$ cat src/rtl/serial_rca.sv
// serial_rca: multi-cycle ripple-carry adder/subtractor, one DIGIT-bit slice per clock, LSB first
module serial_rca #(
  parameter int WIDTH = 16,
  parameter int DIGIT = 4
) (
  input  logic             clk,
  input  logic             rst,
  input  logic             in_valid,
  output logic             in_ready,
  input  logic [WIDTH-1:0] a,
  input  logic [WIDTH-1:0] b,
  input  logic             ci,
  input  logic             sub,
  output logic             out_valid,
  input  logic             out_ready,
  output logic [WIDTH-1:0] sum,
  output logic             cout,
  output logic             ovf
);
  localparam int STEPS = WIDTH / DIGIT;
  localparam int SW = STEPS > 1 ? $clog2(STEPS) : 1;

  generate
    if (WIDTH < 2 || DIGIT < 1 || DIGIT > WIDTH || WIDTH % DIGIT != 0) begin : g_bad
      $error("serial_rca: WIDTH must be >= 2 and a multiple of DIGIT");
    end
  endgenerate

  typedef enum logic [1:0] {IDLE, RUN, DONE} state_t;

  state_t           state, nxt;
  logic [SW-1:0]    step;
  logic [WIDTH-1:0] ar, br, work, wnext;
  logic             carry, cc, ctop, last;
  logic [DIGIT-1:0] sa, sb, s;

  assign last      = step == SW'(STEPS - 1);
  assign in_ready  = state == IDLE && !rst;
  assign out_valid = state == DONE;

  // ctop ends as the carry into the slice MSB, which on the last slice is bit WIDTH-1
  always_comb begin
    sa = ar[step*DIGIT +: DIGIT];
    sb = br[step*DIGIT +: DIGIT];
    s = '0;
    cc = carry;
    ctop = carry;
    for (int i = 0; i < DIGIT; i++) begin
      ctop = (i == DIGIT - 1) ? cc : ctop;
      s[i] = sa[i] ^ sb[i] ^ cc;
      cc = (sa[i] & sb[i]) | (cc & (sa[i] ^ sb[i]));
    end
    wnext = work;
    wnext[step*DIGIT +: DIGIT] = s;
  end

  always_comb begin
    nxt = state;
    nxt = (state == IDLE && in_valid) ? RUN :
          (state == RUN && last) ? DONE :
          (state == DONE && out_ready) ? IDLE : state;
  end

  always_ff @(posedge clk)
    state <= rst ? IDLE : nxt;

  always_ff @(posedge clk) begin
    if (rst) begin
      step  <= '0;
      ar    <= '0;
      br    <= '0;
      work  <= '0;
      carry <= 1'b0;
      sum   <= '0;
      cout  <= 1'b0;
      ovf   <= 1'b0;
    end else if (state == IDLE && in_valid) begin
      ar    <= a;
      br    <= sub ? ~b : b;
      carry <= ci ^ sub;
      step  <= '0;
    end else if (state == RUN) begin
      work  <= wnext;
      carry <= cc;
      step  <= step + SW'(1);
      if (last) begin
        sum  <= wnext;
        cout <= cc;
        ovf  <= ctop ^ cc;
      end
    end
  end
endmodule

$ cat config.mk
export PLATFORM = sky130hd
export DESIGN_NAME = serial_rca
export DESIGN_NICKNAME = d
export VERILOG_FILES = /design/src/rtl/serial_rca.sv
export SDC_FILE = /design/constraint.sdc
export NUM_CORES = 1
export LEC_CHECK = 0
export BUFFER_PORTS_ARGS = -buffer_cell sky130_fd_sc_hd__buf_4
export CAP_MARGIN = 20
export CORE_MARGIN = 2
export CORE_UTILIZATION = 41
export CTS_CLUSTER_SIZE = 16
export DETAILED_ROUTE_END_ITERATION = 8
export PLACE_DENSITY = 0.68
export RECOVER_POWER = 25
export SLEW_MARGIN = 20
export SYNTH_ARGS = -nofsm -noshare
export SYNTH_HDL_FRONTEND = slang
export SYNTH_SLANG_ARGS = --single-unit
export TNS_END_PERCENT = 50
$ cat constraint.sdc
create_clock -name clk -period 3.57 [get_ports clk]
set_input_delay 0.714 -clock clk [delete_from_list [all_inputs] [get_ports clk]]
set_output_delay 0.714 -clock clk [all_outputs]
set_load 0.01 [all_outputs]
## Word level (Yosys, flattened, before mapping)

Index checks and enable logic that the tools add are counted.

| storage, ports and cells | value |
|---|---|
| logic and storage cells | 62 |
| output and inout port bits | 20 |
| bits in latches | 0 |
| memory bits (read-only) | 0 |
| memory bits (writable) | 0 |
| bits of input ports | 38 |
| register bits after elaboration | 71 |
| memories | 0 |

| cells by class | value |
|---|---|
| equal/unequal tests | 3 |
| bitwise logic cells | 24 |
| reduce and logical (&&, ||, !) cells | 12 |
| div/mod/pow operators | 0 |
| multiplexer cells | 7 |
| shift-type cells | 4 |
| add/sub/neg operators | 2 |
| $lt $le $gt $ge | 0 |
| multiply operators | 0 |

Operators with widths:

| kind | number |
|---|---|
| 4-bit negator with 34-bit output | 1 |
| 4-bit by 34-bit variable shift with 16-bit output (first input constant) | 1 |
| 4-bit by 34-bit variable part select with 16-bit output | 1 |
| 16-bit by 5-bit variable part select with 4-bit output | 2 |
| 16-bit bitwise mux | 1 |
| 16-bit 2-to-1 mux | 1 |
| 16-bit NOT | 1 |
| 1-bit XOR | 10 |
| 1-bit AND | 8 |
| 2-bit == test (second input constant) | 2 |
| 1-bit logical AND | 4 |
| 2-bit 2-to-1 mux | 2 |
| 1-bit OR | 4 |
| 2-bit nonzero test | 2 |
| 1-bit 2-to-1 mux | 3 |
| 3-bit AND reduction | 1 |
| 3-bit nonzero test | 1 |
| 2-bit by 1-bit adder with 2-bit output (second input constant) | 1 |
| 2-bit by 1-bit == test with 1-bit output (second input constant) | 1 |
| 2-bit zero test | 1 |
| 2-bit AND reduction | 1 |
| 2-bit OR reduction | 1 |
| 1-bit zero test | 1 |
| 1-bit NOT | 1 |

## Logic depth before layout (Yosys ltp)

Gate-level depths: netlist (run 1).

| logic depth | value |
|---|---|
| word-level depth | 12 |
| mapped depth | 13 |
| mapped depth without buffers | 12 |

## Worst setup path before layout (run 1)

OpenSTA, ideal clock, no wires.

| timing path | value |
|---|---|
| path type | reg2reg |
| start point | register step[0] |
| end point | register sum[11] |
| path buffers | 1 |
| cell stages (with the launch flop) | 13 |
| arrival | 2.938 ns |
| setup slack | 0.492 ns |
| library setup time | 0.140 ns |
| data required time | 3.430 ns |
| clock period less this slack | 3.078 ns |
| cell sequence | dfxtp_1 > buf_4 > mux4_2 > inv_1 > fa_1 > inv_1 > fa_1 > inv_1 > fa_1 > inv_1 > fa_1 > a221oi_1 > nor3_1 |

| on the way | value |
|---|---|
| word-level cells in the longest chain between the ends | 11 |
| elaborated cells between the ends (all ways) | 25 |
| classes of those cells | add/sub: 1; eq/ne: 1; shift: 4; mux: 1; bitwise: 17; reduce/logical: 1 |

Ends and longest elaborated chain:

| element | line | source |
|---|---|---|
| start: declaration | 32 | `logic [SW-1:0] step;` |
| start signal: assignment | 85 | `step <= step + SW'(1);` |
| 16-bit by 5-bit variable part select with 4-bit output (on tied branches) | 43, 44 |  |
| 1-bit XOR | 50, 51 |  |
| 1-bit AND | 51 | `cc = (sa[i] & sb[i]) \| (cc & (sa[i] ^ sb[i]));` |
| 1-bit OR | 51 |  |
| 1-bit AND | 51 |  |
| 1-bit OR | 51 |  |
| 1-bit AND | 51 |  |
| 1-bit OR | 51 |  |
| 1-bit XOR | 50 | `s[i] = sa[i] ^ sb[i] ^ cc;` |
| 4-bit by 34-bit variable part select with 16-bit output | 54 | `wnext[step*DIGIT +: DIGIT] = s;` |
| 16-bit bitwise mux | 54 |  |
| end signal: assignment | 87 | `sum <= wnext;` |
| end: declaration | 16 | `output logic [WIDTH-1:0] sum,` |

Several ways; a longest one is shown, not always the timed one.
A chain may end at the register's enable or synchronous reset.

## Worst setup path after layout (run 1)

Same ends and word-level chain as after synthesis.

==> results of run 1 <==
[state kept, by name (all words and copies together), names as in the netlist]
| register | count |
|---|---|
| ar | 16 |
| br | 16 |
| sum | 16 |
| work | 12 |
| state | 2 |
| step | 2 |
| carry | 1 |
| cout | 1 |
| ovf | 1 |
[where the power goes]
group | total (W) | switching [W] | internal (W)
Clock | 0.000615 | 0.000280 | 0.000335
Combinational | 0.000263 | 0.000146 | 0.000117
Sequential | 0.000810 | 0.0000264 | 0.000783
[stage by stage]
stage	hold slack, ns	instances	power (W)	util (%)
final	0.452	483	0.00169	48.8
after global routing	0.473	483	0.00176	48.8
after CTS	0.455	483	0.00171	49.7
after detailed placement	0.446	467	0.00109	47.2
after global placement	0.440	467	0.00108	47.2
after floorplan	0.433	332	0.00101	-
[cells by family (layout without fill, tap and decap cells)]
| logic type | Yosys count | after routing | share of synthesized area, % |
|---|---|---|---|
| and+or+nand+nor | 117 | 117 | 17.6 |
| muxes | 10 | 10 | 6.31 |
| DFF | 67 | 67 | 42.3 |
| adders and majority gates | 9 | 9 | 4.50 |
| buffers and inverters | 44 | 93 | 7.34 |
| xor gates and xnor gates | 19 | 19 | 5.25 |
| AOI/OAI and AO/OA | 66 | 66 | 16.7 |
[cells in the mapped netlist (5+ instances only)]
master,n
mux4_2,8
nor3_1,15
inv_1,15
nor2_1,42
nand2_1,42
xnor2_1,18
a32oi_1,6
buf_2,8
dfxtp_1,67
clkbuf_1,10
buf_4,5
a22oi_1,6
ha_1,5
a21oi_1,24
buf_6,5
a211oi_2,15
a221oi_1,12
[final cells by class]
| cell class | instances | area (um^2) |
|---|---|---|
| Sequential cell | 67 | 1340 |
| Timing Repair Buffer | 62 | 394 |
| Tap cell | 102 | 128 |
| Clock buffer | 10 | 138 |
| Multi-Input combinational cell | 221 | 1600 |
| Inverter | 15 | 56.3 |
| Fill cell | 771 | 3890 |
| Clock inverter | 6 | 55.1 |
[critical path, cell delays in order, from the launching register on]
cell and delay, ns:
dfxtp_1 0.56, mux4_2 0.55, inv_1 0.08, fa_1 0.16, inv_1 0.05, fa_1 0.35, inv_1 0.08, fa_1 0.20
inv_1 0.06, fa_1 0.58, a221oi_1 0.36, nor3_1 0.08
[worst max-delay path by stage]
stage | from | end | cells after the start
floorplan | step[0] | sum[11] | 12
global route | step[0] | sum[7] | 11
global placement | step[0] | sum[3] | 11
finish | step[0] | sum[11] | 11
CTS | step[0] | sum[11] | 11
detailed placement | step[0] | sum[11] | 11
[metal layers]
metal / vias up / share of wire [%] / GRT usage [%]
met5: - / 0 / 0
met4: 0 / 1.4 / 6.47
met3: 10 / 4.5 / 2.96
met2: 60 / 50 / 28.2
met1: 1155 / 44 / 21.4
li1: 1241 / - / -
==> reports/results.ini, run 1 <==
[status]
status=completed

[placement]
dp_hpwl_mm=4.73
pre_cts_ws_ns=0.303
place_area_um2=3590
gp_congestion=0.809
port_buffers=57

[cells_and_area]
mostFrequentLayoutCell=dfxtp_1
drive_gt1_share_pct=23.1
final_area_um2=3710
n_antenna_cell=0
layout.nets=423
syn2layout_area_growth_pct=17.2
mostFrequentLayoutCells=dfxtp_1, buf_4, nor2_1, nand2_1, a21oi_1

[clock_tree]
clk_pin_slew_ns=0.07
numCtsBuffers=9
clockBufferDepth=2
cts-htree-levels=3
cts_setup_buffers=0
postCtsHoldBufs=0
cts_root_buffer=clkbuf_8
cts.sinks=67
post_cts_resize_count=0
cts_tree=yes
clk_latency_ns=0.34

[global_route]
first_global_vias=2345
overflow=0
antenna_found_initial=0
grt_first_pass_wirelength_mm=11.2
grt_max_degree=68
grt.total_usage_pct=16.7

[power_and_ir_drop]
powerDensity_nw_per_um2=454
vdd_drop_max_v=0.000193
leakagePower_nw=1.39

[timing]
tightestPinTransition_ns=1.07
max_slew_margin_pct=28.8
report.final.slew_viol_count=0
setup_slack_ns=0.306
rsz0062_at_grt=false
finClkSkew_ns=0.00593
hold_violations=0
period_needed_ns=3.26
setup_viol=0
max_freq_mhz=306
fin_crit_sh_pct=91.4
fin_tns_setup_ns=0

[drt]
routed_wl_mm=6.91
via_per_inst=5.11
ant_nets=0
num_vias=2466
wl_per_cell_um=14.3
drt_first_pass_iters=4
drc=0
drt_iter0_drc=127

[setup_path]
cp.arrival_ns=3.46
cp_max_fo=7
path_class=flop to flop
r2r_cells=11
r2r_slack_ns=0.31
reg2reg_from=step[0]
cp-start-kind=flop
cp-end-kind=flop
r2r-end=sum[11]
crit_required_ns=3.76

[logic_synthesis]
synth-edff-count=0
netlist_area_um2=3170
synth.area.top_cells=dfxtp_1, a211oi_2, mux4_2
syn-num-nets=379
synthCells=332
synth_warnings=0
async_reset_ff_share_pct=0
synth.avg_cell_area_um2=9.55
synth_cell_types=35
ys_seq_area_share_pct=42.3
synthFlopType=dfxtp_1
ys_ff_latch=67
synth_top_area_share_pct=42.3
yosys.area.top_type=dfxtp_1

[worst_hold_path]
hold_end=ar[11]
hp-class=flop to flop
whs_path_depth=2
hold_path_startpoint=ar[11]

[floorplan]
die_area_um2=8450
rows=32
die_h_um=91.9
ioPinCount=58
initial_utilization_pct=41.7
core_um2=7610
die_x_um=91.9

[job]
cap_violations=0

Power figures use the tool's default switching activity.
==> run 2, diff against run 1 <==
--- a/config.mk
+++ b/config.mk
@@ -11,7 +11,7 @@
 export CORE_UTILIZATION = 41
 export CTS_CLUSTER_SIZE = 16
 export DETAILED_ROUTE_END_ITERATION = 8
-export PLACE_DENSITY = 0.68
+export PLACE_DENSITY = 0.7
 export RECOVER_POWER = 25
 export SLEW_MARGIN = 20
 export SYNTH_ARGS = -nofsm -noshare
==> constraint.sdc (replaced) <==
create_clock -name clk -period 2.9 [get_ports clk]
set_input_delay 0.58 -clock clk [delete_from_list [all_inputs] [get_ports clk]]
set_output_delay 0.58 -clock clk [all_outputs]
set_load 0.01 [all_outputs]
==> reports/results.ini, run 2 (synthesis results as in run 1) <==
[status]
status=completed

[timing]
tightestPinTransition_ns=0.776
rsz0062_at_grt=true
finClkSkew_ns=0.0112
max_freq_mhz=349
setup_slack_ns=0.0355
max_slew_margin_pct=48.2
hold_violations=0
fin_crit_sh_pct=98.8
setup_viol=0
period_needed_ns=2.86
report.final.slew_viol_count=0

[floorplan]
core_um2=7610
die_x_um=91.9
rows=32
die_area_um2=8450
die_h_um=91.9
initial_utilization_pct=41.7
ioPinCount=58

[cells_and_area]
syn2layout_area_growth_pct=23.8
fin_util_pct=51.6
mostFrequentLayoutCells=buf_4, dfxtp_1, nor2_1, nand2_1, a21oi_1
n_antenna_cell=0
n_fill_cell=720
mostFrequentLayoutCell=buf_4
final_area_um2=3920
reg_top3=ar (16), br (16), sum (16)
drive_gt1_share_pct=32.3
layout.nets=429

[clock_tree]
postCtsHoldBufs=0
clockBufferDepth=2
cts.sinks=67
clk_latency_ns=0.35
cts-htree-levels=3
clk_pin_slew_ns=0.07
numCtsBuffers=9
cts_root_buffer=clkbuf_8
cts_tree=yes

[setup_path]
r2r_cells=11
cp.arrival_ns=3.06
reg2reg_from=step[0]
cp-start-kind=flop
cp-end-kind=flop
crit_start=step[0]
cp_max_fo=7
crit_required_ns=3.10
path_class=flop to flop

[worst_hold_path]
hold_path_startpoint=ar[0]
whs_path_depth=2
hp-class=flop to flop

[global_route]
grt_first_pass_wirelength_mm=11.7
grt_max_degree=68
antenna_found_initial=0
grt.total_usage_pct=17.5
overflow=0
first_global_vias=2450

[job]
cap_violations=0

[placement]
place_area_um2=3640
port_buffers=57
pre_cts_ws_ns=-0.0170
dp_hpwl_mm=4.81
gp_congestion=0.808

[drt]
ant_nets=0
num_vias=2531
via_per_inst=5.18
drc=0
routed_wl_mm=6.92
drt_first_pass_iters=4
drt_iter0_drc=111
wl_per_cell_um=14.1

[power_and_ir_drop]
leakagePower_nw=1.52
vdd_drop_max_v=0.000380
powerDensity_nw_per_um2=591

-- run 2: cell types whose count changed in the layout (fill, tap and decap cells not counted), moves of 4 or more --
cell      change
fa_1          -4
buf_4        +25
inv_1         -5
clkinv_2      -4
inv_2         +5
fa_2          +4
clkbuf_1     -19
-- run 2: layout make-up --
| class | instances | area (um^2) | area share, % |
|---|---|---|---|
| timing repair buffer | 68 | 510 | 13.0 |
| clock buffer | 10 | 149 | 3.79 |
| tap | 102 | 128 | 3.25 |
| multi-input combinational | 221 | 1630 | 41.4 |
| inverter | 15 | 56.3 | 1.43 |
| sequential | 67 | 1350 | 34.3 |
| clock inverter | 6 | 110 | 2.81 |
-- run 2: worst paths after layout --
path | to | slack (ns)
worst max-delay path | sum[3] | 0.04
worst max register to register | sum[3] | 0.04
worst min-delay path | ar[0] | 0.46
worst min register to register | ar[0] | 0.46
-- run 2: metrics by stage --
stage / cells / hold WS [ns] / setup TNS [ns] / total power (W)
floorplan: 332 / 0.433 / 0 / 0.00126
global placement: 471 / 0.441 / 0 / 0.00134
detailed placement: 471 / 0.449 / -0.0375 / 0.00135
CTS: 487 / 0.459 / 0 / 0.00233
global route: 489 / 0.474 / -0.411 / 0.00242
finish: 489 / 0.456 / 0 / 0.00232
-- run 2: layer usage --
layer	GRT usage (%)	wire length, um	vias to the layer above
met4	4.10	65	0
met3	4.93	338	8
met5	0	0	-
met1	22.4	3020	1196
li1	-	-	1255
met2	29.4	3500	72
-- run 2: where the power goes --
part / total [W] / internal [W] / leakage, nW / switching [W]
Sequential: 0.000992 / 0.000964 / 0.547 / 0.0000288
Clock: 0.000985 / 0.000621 / 0.124 / 0.000364
Combinational: 0.000344 / 0.000156 / 0.849 / 0.000188
Total: 0.00232 / 0.00174 / 1.52 / 0.000580
-- run 2: critical path, cell delays in order (launching register included) --
cell and delay (ns):
dfxtp_4 0.38, mux4_2 0.50, inv_2 0.07, fa_2 0.19, inv_2 0.04, fa_2 0.32, inv_2 0.06, fa_2 0.21
inv_2 0.05, fa_2 0.56, a221oi_2 0.25, nor3_1 0.07
-- run 2: repair_timing --
item / CTS / global route
pin swaps: 1 / 8
endpoints found under the setup margin: 3 / 7
setup buffers: 0 / 2
resized for setup: 0 / 7
hold endpoints to repair: 0 / 0
